$ cat src/rtl/fifo_rd_ctrl_pkg.sv
// Shared types and helpers for the FIFO read-side pointer controller.
// Build option: define FIFO_RD_STATS_EN to add the pop/underflow statistics outputs.
package fifo_ctrl_pkg;

    localparam int unsigned STATS_WIDTH = 32;

    typedef enum logic [1:0] {
        S_INIT,
        S_RUN,
        S_ERR
    } rd_state_e;

    // Callers size the result back to their pointer width; high bits stay zero.
    function automatic logic [31:0] bin2gray(input logic [31:0] value);
        return value ^ (value >> 1);
    endfunction

endpackage

$ cat src/rtl/fifo_rd_ctrl_if.sv
// Consumer-side bus of the FIFO read controller.
// Build option: FIFO_RD_STATS_EN adds pop_cnt_o / underflow_cnt_o.
interface fifo_rd_ctrl_if #(
    parameter int unsigned ADDR_WIDTH = 4
);
    import fifo_ctrl_pkg::*;

    logic [ADDR_WIDTH:0]   wr_ptr_gray_i;
    logic                  pop_i;
    logic                  flush_i;
    logic                  rd_en_o;
    logic [ADDR_WIDTH-1:0] rd_addr_o;
    logic [ADDR_WIDTH:0]   rd_ptr_gray_o;
    logic                  empty_o;
    logic [ADDR_WIDTH:0]   count_o;
    logic                  err_o;
`ifdef FIFO_RD_STATS_EN
    logic [STATS_WIDTH-1:0] pop_cnt_o;
    logic [STATS_WIDTH-1:0] underflow_cnt_o;
`endif

    modport master (
        output wr_ptr_gray_i, pop_i, flush_i,
        input  rd_en_o, rd_addr_o, rd_ptr_gray_o, empty_o, count_o, err_o
`ifdef FIFO_RD_STATS_EN
        , input pop_cnt_o, underflow_cnt_o
`endif
    );

    modport slave (
        input  wr_ptr_gray_i, pop_i, flush_i,
        output rd_en_o, rd_addr_o, rd_ptr_gray_o, empty_o, count_o, err_o
`ifdef FIFO_RD_STATS_EN
        , output pop_cnt_o, underflow_cnt_o
`endif
    );

endinterface

$ cat src/rtl/fifo_rd_ctrl_gray_2_bin.sv
// Gray-to-binary decoder: each binary bit is the XOR of all Gray bits at or above it.
module gray_2_bin #(
    parameter int unsigned WIDTH = 5
) (
    input  logic [WIDTH-1:0] gray,
    output logic [WIDTH-1:0] bin
);

    always_comb begin
        bin = '0;
        for (int unsigned i = 0; i < WIDTH; i++) begin
            bin[i] = ^(gray >> i);
        end
    end

endmodule

$ cat src/rtl/fifo_rd_ctrl.sv
// Read-side pointer controller for a dual-clock FIFO (empty, fill count, RAM read strobe).
// Build option: FIFO_RD_STATS_EN adds saturating accepted-pop and underflow counters.
module fifo_rd_ctrl
    import fifo_ctrl_pkg::*;
#(
    parameter int unsigned ADDR_WIDTH = 4
) (
    input  logic         clk_i,
    input  logic         rst_i,
    fifo_rd_ctrl_if.slave bus
);

    localparam int unsigned PTR_W = ADDR_WIDTH + 1;
    localparam logic [PTR_W-1:0] DEPTH = {1'b1, {ADDR_WIDTH{1'b0}}};

    rd_state_e         state_q, state_d;
    logic [PTR_W-1:0]  rd_bin_q, rd_bin_d;
    logic [PTR_W-1:0]  rd_gray_q;
    logic [PTR_W-1:0]  wr_gray_q;
    logic [PTR_W-1:0]  wr_bin;
    logic [PTR_W-1:0]  count_raw;
    logic [PTR_W-1:0]  count;
    logic              overflow;
    logic              empty_raw;
    logic              empty;
    logic              rd_en;
    logic              err;
    logic              underflow_evt;

    gray_2_bin #(.WIDTH(PTR_W)) u_wr_g2b (
        .gray (wr_gray_q),
        .bin  (wr_bin)
    );

    // A corrupted (over-full) distance is reported in the same cycle it becomes
    // visible, and stays reported once the FSM has latched it into S_ERR.
    always_comb begin
        count_raw     = wr_bin - rd_bin_q;
        overflow      = count_raw > DEPTH;
        empty_raw     = (count_raw == '0);
        state_d       = state_q;
        rd_bin_d      = rd_bin_q;
        rd_en         = 1'b0;
        err           = 1'b0;
        empty         = 1'b1;
        count         = '0;
        underflow_evt = 1'b0;
        case (state_q)
            S_INIT: state_d = S_RUN;
            S_RUN: begin
                if (overflow) begin
                    state_d = S_ERR;
                    err     = 1'b1;
                end else begin
                    empty         = empty_raw;
                    count         = count_raw;
                    rd_en         = bus.pop_i & ~empty_raw & ~bus.flush_i;
                    underflow_evt = bus.pop_i & empty_raw & ~bus.flush_i;
                    if (bus.flush_i) begin
                        rd_bin_d = wr_bin;
                    end else if (rd_en) begin
                        rd_bin_d = rd_bin_q + 1'b1;
                    end
                end
            end
            S_ERR: err = 1'b1;
            default: state_d = S_INIT;
        endcase
    end

    always_ff @(posedge clk_i) begin
        if (rst_i) begin
            state_q   <= S_INIT;
            rd_bin_q  <= '0;
            rd_gray_q <= '0;
            wr_gray_q <= '0;
        end else begin
            state_q   <= state_d;
            rd_bin_q  <= rd_bin_d;
            rd_gray_q <= PTR_W'(bin2gray(32'(rd_bin_d)));
            wr_gray_q <= bus.wr_ptr_gray_i;
        end
    end

    assign bus.rd_en_o       = rd_en;
    assign bus.rd_addr_o     = rd_bin_q[ADDR_WIDTH-1:0];
    assign bus.rd_ptr_gray_o = rd_gray_q;
    assign bus.empty_o       = empty;
    assign bus.count_o       = count;
    assign bus.err_o         = err;

`ifdef FIFO_RD_STATS_EN
    logic [STATS_WIDTH-1:0] pop_cnt_q;
    logic [STATS_WIDTH-1:0] underflow_cnt_q;

    always_ff @(posedge clk_i) begin
        if (rst_i) begin
            pop_cnt_q       <= '0;
            underflow_cnt_q <= '0;
        end else begin
            if (rd_en && pop_cnt_q != '1) begin
                pop_cnt_q <= pop_cnt_q + 1'b1;
            end
            if (underflow_evt && underflow_cnt_q != '1) begin
                underflow_cnt_q <= underflow_cnt_q + 1'b1;
            end
        end
    end

    assign bus.pop_cnt_o       = pop_cnt_q;
    assign bus.underflow_cnt_o = underflow_cnt_q;
`else
    logic unused_underflow;
    assign unused_underflow = underflow_evt;
`endif

endmodule
$ cat src/flat_wrapper.sv
// flat-port wrapper written by rule: the top's interface ports become plain ports
module fifo_rd_ctrl_flat import fifo_ctrl_pkg::*;
#(
    parameter int unsigned ADDR_WIDTH = 4
)
  (clk_i, rst_i, bus_wr_ptr_gray_i, bus_pop_i, bus_flush_i, bus_rd_en_o, bus_rd_addr_o, bus_rd_ptr_gray_o, bus_empty_o, bus_count_o, bus_err_o);
  fifo_rd_ctrl_if #(.ADDR_WIDTH(ADDR_WIDTH)) bus_i ();
  input  logic clk_i;
  input  logic rst_i;
  input wire logic [$bits(bus_i.wr_ptr_gray_i)-1:0] bus_wr_ptr_gray_i;
  input wire logic [$bits(bus_i.pop_i)-1:0] bus_pop_i;
  input wire logic [$bits(bus_i.flush_i)-1:0] bus_flush_i;
  output wire logic [$bits(bus_i.rd_en_o)-1:0] bus_rd_en_o;
  output wire logic [$bits(bus_i.rd_addr_o)-1:0] bus_rd_addr_o;
  output wire logic [$bits(bus_i.rd_ptr_gray_o)-1:0] bus_rd_ptr_gray_o;
  output wire logic [$bits(bus_i.empty_o)-1:0] bus_empty_o;
  output wire logic [$bits(bus_i.count_o)-1:0] bus_count_o;
  output wire logic [$bits(bus_i.err_o)-1:0] bus_err_o;
  assign bus_i.wr_ptr_gray_i = bus_wr_ptr_gray_i;
  assign bus_i.pop_i = bus_pop_i;
  assign bus_i.flush_i = bus_flush_i;
  assign bus_rd_en_o = bus_i.rd_en_o;
  assign bus_rd_addr_o = bus_i.rd_addr_o;
  assign bus_rd_ptr_gray_o = bus_i.rd_ptr_gray_o;
  assign bus_empty_o = bus_i.empty_o;
  assign bus_count_o = bus_i.count_o;
  assign bus_err_o = bus_i.err_o;
  fifo_rd_ctrl #(.ADDR_WIDTH(ADDR_WIDTH)) u_core (.clk_i(clk_i), .rst_i(rst_i), .bus(bus_i));
endmodule
$ cat config.mk
export PLATFORM = sky130hd
export DESIGN_NAME = fifo_rd_ctrl_flat
export DESIGN_NICKNAME = d
export VERILOG_FILES = /design/src/rtl/fifo_rd_ctrl_pkg.sv /design/src/rtl/fifo_rd_ctrl_if.sv /design/src/rtl/fifo_rd_ctrl_gray_2_bin.sv /design/src/rtl/fifo_rd_ctrl.sv /design/src/flat_wrapper.sv
export SDC_FILE = /design/constraint.sdc
export NUM_CORES = 1
export LEC_CHECK = 0
export ABC_AREA = 1
export CORE_ASPECT_RATIO = 0.7
export CORE_MARGIN = 2
export CORE_UTILIZATION = 35
export CTS_CLUSTER_DIAMETER = 150
export DETAILED_ROUTE_END_ITERATION = 7
export GPL_TIMING_DRIVEN = 1
export HOLD_SLACK_MARGIN = 0.15
export PLACE_DENSITY = 0.65
export SETUP_SLACK_MARGIN = 0.3
export SYNTH_ARGS = -nofsm -noshare
export SYNTH_HDL_FRONTEND = slang
export SYNTH_SLANG_ARGS = --single-unit
$ cat constraint.sdc
create_clock -name clk_i -period 3.51 [get_ports clk_i]
set_input_delay 0.351 -clock clk_i [delete_from_list [all_inputs] [get_ports clk_i]]
set_output_delay 0.351 -clock clk_i [all_outputs]
set_load 0.005 [all_outputs]
Yosys cells after proc, flatten, opt, wreduce, memory -nomap -nowiden

Cells that the tools add are included.

Register bits: 17
Output and inout bits: 17

Reductions and logical operators: 8
Multiplexer cells: 14
Bitwise operators: 6
Order comparisons: 1
$add $sub $neg: 2
Equal/unequal tests: 3

Operator list:

| operator                                              | number |
|---|---|
| 2-to-1 mux 5 bit                                      | 6 |
| XOR reduction 5 bit                                   | 5 |
| one-hot mux 2 bit (3 select lines)                    | 1 |
| adder 5 x 1 -> 5 bit, second input constant           | 1 |
| > comparator 5 bit, second input constant             | 1 |
| zero test 5 bit                                       | 1 |
| 2-to-1 mux 1 bit                                      | 5 |
| subtractor 5 bit                                      | 1 |
| bitwise XOR 5 x 4 -> 5 bit                            | 1 |
| inverter 1 bit                                        | 3 |
| bitwise AND 1 bit                                     | 2 |
| equality test 2 x 1 -> 1 bit, second input constant   | 1 |
| equality test 2 bit, second input constant            | 1 |
| zero test 2 bit                                       | 1 |
| 2-to-1 mux 2 bit                                      | 1 |
| inequality test 2 x 1 -> 1 bit, second input constant | 1 |
| one-hot mux 1 bit (2 select lines)                    | 1 |
| AND reduction 2 bit                                   | 1 |

Logic depth before layout (Yosys ltp)

Depth after elaboration: 11
Gate-level depth with buffers: 24
Gate-level depth less buffers: 24

Modules after synthesis

Synthesis repeated with hierarchy kept, for this count alone.

Cells, all modules: 175
Area total of the unflattened synthesis: 1174.9 µm²

By module, submodules not included:

| module       | times used | sequential area each (µm²) | area an instance (µm²) | cells an instance |
|---|---|---|---|---|
| fifo_rd_ctrl | 1          | 320.3                      | 1051.0                 | 151 |
| gray_2_bin   | 1          | 0.0                        | 123.9                  | 24 |

Least setup slack after synthesis

No wires, ideal clock.

Kind: reg2reg
Start point: register u_core.wr_gray_q[4]
End point: register u_core.rd_gray_q[0] (netlist: u_core.bus.rd_ptr_gray_o[0])
Buffers on the path: 0
Arrival time: 2760 ps
Slack: 636 ps
Cell stages (with the launch flop): 21
Cells stage by stage: dfxtp_1 > xor2_2 > nand3_1 > nand2_1 > inv_1 > fa_1 > xnor2_1 > inv_1 > nand3_1 > nor2_1 > inv_1 > ha_1 > or2_1 > inv_1 > nand2_1 > nor2_1 > nand2_2 > nand2_2 > nand2_1 > nand2_1 > nor2_2

Word-level cells in the longest chain between the ends: 11

Ends and longest elaborated chain:

| item                            | RTL line                      | text |
|---|---|---|
| start, declared                 | fifo_rd_ctrl.sv:19            | `logic [PTR_W-1:0] wr_gray_q;` |
| start signal, assigned          | fifo_rd_ctrl.sv:81            | `wr_gray_q <= bus.wr_ptr_gray_i;` |
| XOR reduction 5 bit             | fifo_rd_ctrl_gray_2_bin.sv:12 | `bin[i] = ^(gray >> i);` |
| subtractor 5 bit                | fifo_rd_ctrl.sv:38            | `count_raw = wr_bin - rd_bin_q;` |
| zero test 5 bit                 | fifo_rd_ctrl.sv:40            | `empty_raw = (count_raw == '0);` |
| inverter 1 bit                  | fifo_rd_ctrl.sv:57            | `rd_en = bus.pop_i & ~empty_raw & ~bus.flush_i;` |
| bitwise AND 1 bit (2 in series) | fifo_rd_ctrl.sv:57            |  |
| 2-to-1 mux 5 bit                | fifo_rd_ctrl.sv:61            | `end else if (rd_en) begin` |
| 2-to-1 mux 5 bit                | fifo_rd_ctrl.sv:59            | `if (bus.flush_i) begin` |
| 2-to-1 mux 5 bit *              | fifo_rd_ctrl.sv:51            | `if (overflow) begin` |
| 2-to-1 mux 5 bit *              | fifo_rd_ctrl.sv:48            | `case (state_q)` |
| bitwise XOR 5 x 4 -> 5 bit *    | fifo_rd_ctrl_pkg.sv:15        | `return value ^ (value >> 1);` |
| end signal, assigned            | fifo_rd_ctrl.sv:80            | `rd_gray_q <= PTR_W'(bin2gray(32'(rd_bin_d)));` |
| end, declared                   | fifo_rd_ctrl.sv:18            | `logic [PTR_W-1:0] rd_gray_q;` |

Mark *: on every way between the ends. The rest lies on a longest branch, timed or not.
A chain may end at the register's enable or synchronous reset.

Worst setup path after layout

Start point: register u_core.wr_gray_q[1]
End point: register u_core.rd_gray_q[0] (netlist: u_core.bus.rd_ptr_gray_o[0])

The elaborated chain is that of the path after synthesis.

==> summary.txt <==
Run status
  • Outcome: complete, no violations

Hold path
  • Hold_sp: u_core.state_q[1]$_SDFFE_PP0P_
  • WHS Path Cells: 2
  • Hold EP: u_core.state_q[1]$_SDFFE_PP0P_
  • Hold Crit Class: reg2reg

Global route
  • GR Overflow Total: 0
  • Grt met1 use: 21.2%
  • Initial antenna violation count: 0
  • Gr busiest metal: met2
  • First-pass GRT wire length: 4.52 mm
  • Largest net degree at the start of global routing: 14
  • Vias in the first global route: roughly 1000
  • M3 GR Usage: between 3 and 4%
  • Met2 usage in global routing: about 24%
  • GR Util All Layers: between 15 and 20%

Synthesis
  • Synth Instances: approximately 180
  • Area share of the largest cell type after synthesis: between 20% and 30%
  • Synth Cell Area: 0.00118 sq mm
  • Largest area contributor in the netlist: dfxtp_1
  • Register area share after synthesis: 27.1%
  • Ranking of synthesized cells by area: dfxtp_1 (27%), nand2_1 (13%), ha_1 (13%)
  • Synthesis-stage register bit count: 16
  • Synth cell types: 20
  • Yosys Warn Count: 0
  • Syn Nets: 200
  • Syn Area/Cell: between 6 and 7 sq um

Timing
  • Final setup margin: 0.332 ns
  • Measured slew at the worst slew-check pin: approximately 0.54 ns
  • Final Slew Violations: 0
  • Clk_skew: 0.00358 ns
  • Period utilization: 90.5%
  • Hold WS: 0.550 ns
  • Final Critical Period: approximately 3.2 ns
  • # setup viols final: 0
  • Final hold vios: 0
  • Post-route setup TNS: 0 ns
  • Max-slew headroom: between 60% and 70%
  • FMAX: about 310 MHz
  • Unrepaired setup endpoints after global routing: true

Placement
  • Final HPWL DP: roughly 2 mm
  • Routability cong.: 0.825
  • PortBufs: 25
  • Placed cell count: between 200 and 250
  • Pre-CTS setup slack: -0.0152 ns

Routing
  • Drt wl/cell: 11.4 um
  • Post-route ant nets: 0
  • Drt drc: 0
  • Via count: about 1200
  • Vias per inst: around 4.7
  • DRT Wirelength: roughly 2.9 mm
  • First-pass DRT Iterations: 4
  • DR iter-0 viols: 39

Power
  • Sequential share of power: between 20% and 30%
  • Pleak: ~0.00087 uW
  • Peak VDD IR: 0.000301 V
  • Clk pwr share: 12.8%
  • Cell internal pwr: between 600 and 700 uW
  • Switch share: between 40% and 50%
  • Combinational share of power: a little over three fifths
  • PD cells: just under 600 mW/mm^2
  • P_sw: between 400 and 500 uW

Clock tree
  • H-tree depth: 1
  • CTS sink cnt: 16
  • Root Driver: clkbuf_8
  • Later-pin clock latency in the skew report: about 0.25 ns
  • CTS buffer count: 3
  • TritonCTS clock tree: done
  • Clock Tree Buf Depth: 2
  • CTS clk-pin slew, worst paths: around 0.06 ns

Die
  • Starting density of the core: a little under two fifths
  • Die height: about 53 um
  • Die Wd: 73.4 um
  • Die area: 0.00386 sq mm
  • IO Pins: 26
  • Row count: 17
  • Core area: ~0.0032 sq mm

Setup path
  • Crit end category: flip-flop
  • Startpoint class of the critical path: flip-flop
  • Slowest cell on crit path: fa_2
  • Most used cell, CP: nand2_2
  • Worst Path Required: 3.66 ns
  • CP max stage delay: between 0.3 and 0.4 ns
  • R2r worst-path depth: 25
  • Reg-to-Reg Start: u_core.wr_gray_q[1]$_SDFF_PP0_
  • Reg2Reg Setup Slack: 0.33 ns
  • FF-to-FF End: u_core.bus.rd_ptr_gray_o[0]$_SDFF_PP0_
  • Worst EP arrival: 3.32 ns
  • Crit path max fanout: 7
  • CP Class: reg2reg

Layout
  • Most common cell after layout, fill and taps aside: nand2_1
  • Final core occ: 57.5%
  • Fill cells: just under 300
  • Area of the multi-input gates: 925 sq um
  • Layout net count: 245
  • Fin cells: around 260
  • Area growth, synth to finish: 55.5%
  • Share of layout cells above drive strength 1: a little over a third
  • Number of diodes: 0
  • Register area: approximately 340 sq um
  • Most frequent cells in the layout: nand2_1 (31), inv_1 (24), nor2_1 (19)

Run
  • MaxCap Viol Count: 0
-- area by class of cell --
class | count | area share (%)
Sequential cell | 16 | 18.3
Inverter | 30 | 6.62
Timing Repair Buffer | 42 | 19.8
Multi-Input combinational cell | 130 | 50.4
Clock buffer | 3 | 2.25
Tap cell | 38 | 2.59
-- through the flow --
| stage | cell area [sq um] | total power, uW |
|---|---|---|
| 2_1_floorplan | 1180 | 569 |
| 3_3_place_gp | 1490 | 757 |
| 3_5_place_dp | 1490 | 758 |
| 4_1_cts | 1600 | 935 |
| 5_1_grt | 1830 | 1160 |
| 6_report | 1830 | 1070 |
-- cells by family (layout without fill, tap and decap cells) --
family / after synthesis / after routing / share of synthesized area (%)
adders and majority gates: 13 / 13 / 14.4
DFF: 16 / 16 / 27.1
and+or+nand+nor: 91 / 91 / 33.4
buffers and inverters: 32 / 75 / 10.8
xor gates and xnor gates: 7 / 7 / 5.83
AOI/OAI and AO/OA: 19 / 19 / 8.38
-- layer usage --
layer  vias to the layer above  wire [um]
met5                         -          0
met4                         0          8
met3                         2        164
met2                        27       1340
met1                       563       1440
li1                        637          -
-- synthesized netlist by cell type, drive strengths merged --
library cell and count:
fa 1, nor3 2, inv 30, nand2 47, xor2 4, nand3 14, o21ai 8, xnor2 3
or2 1, clkbuf 1, a21oi 11, nor2 27, buf 1, ha 12, dfxtp 16
-- worst max-delay path: cells and delay by family, from the launching register on --
kind,cells,cell delay [ns]
simple gates,15,1.28
fa+ha+maj,3,0.69
buf+inv,6,0.59
xor+xnor,1,0.15
flops,1,0.36
-- worst max path at each step --
stage                                                         to  slack [ns]                      startpoint
after detailed placement                             bus_rd_en_o       -0.02  u_core.wr_gray_q[4]$_SDFF_PP0_
after global routing      u_core.bus.rd_ptr_gray_o[3]$_SDFF_PP0_        0.15  u_core.wr_gray_q[1]$_SDFF_PP0_
after global placement                               bus_rd_en_o        0.07  u_core.wr_gray_q[4]$_SDFF_PP0_
final                     u_core.bus.rd_ptr_gray_o[0]$_SDFF_PP0_        0.33  u_core.wr_gray_q[1]$_SDFF_PP0_
after CTS                                            bus_rd_en_o        0.22  u_core.wr_gray_q[2]$_SDFF_PP0_
after floorplan           u_core.bus.rd_ptr_gray_o[0]$_SDFF_PP0_        0.64  u_core.wr_gray_q[4]$_SDFF_PP0_
-- flip-flops by register name (all words and copies together) (netlist names) --
name / count
u_core.rd_bin_q: 5
u_core.wr_gray_q: 5
u_core.bus.rd_ptr_gray_o: 4
u_core.state_q: 2
-- power by group through the flow --
stage,logic (uW),clock network (uW),registers (uW)
after floorplan,309,0,260
after global placement,499,0,258
after detailed placement,500,0,258
after CTS,540,139,256
after global routing,752,148,264
final,673,136,258
-- what timing repair did --
item,in CTS,in global routing
buffers inserted,5,9
gates cloned,0,0
hold buffers,0,0
pin swaps,6,17
resized for setup,22,62
endpoints found under the setup margin,17,17
(Power assumes the default switching activity.)
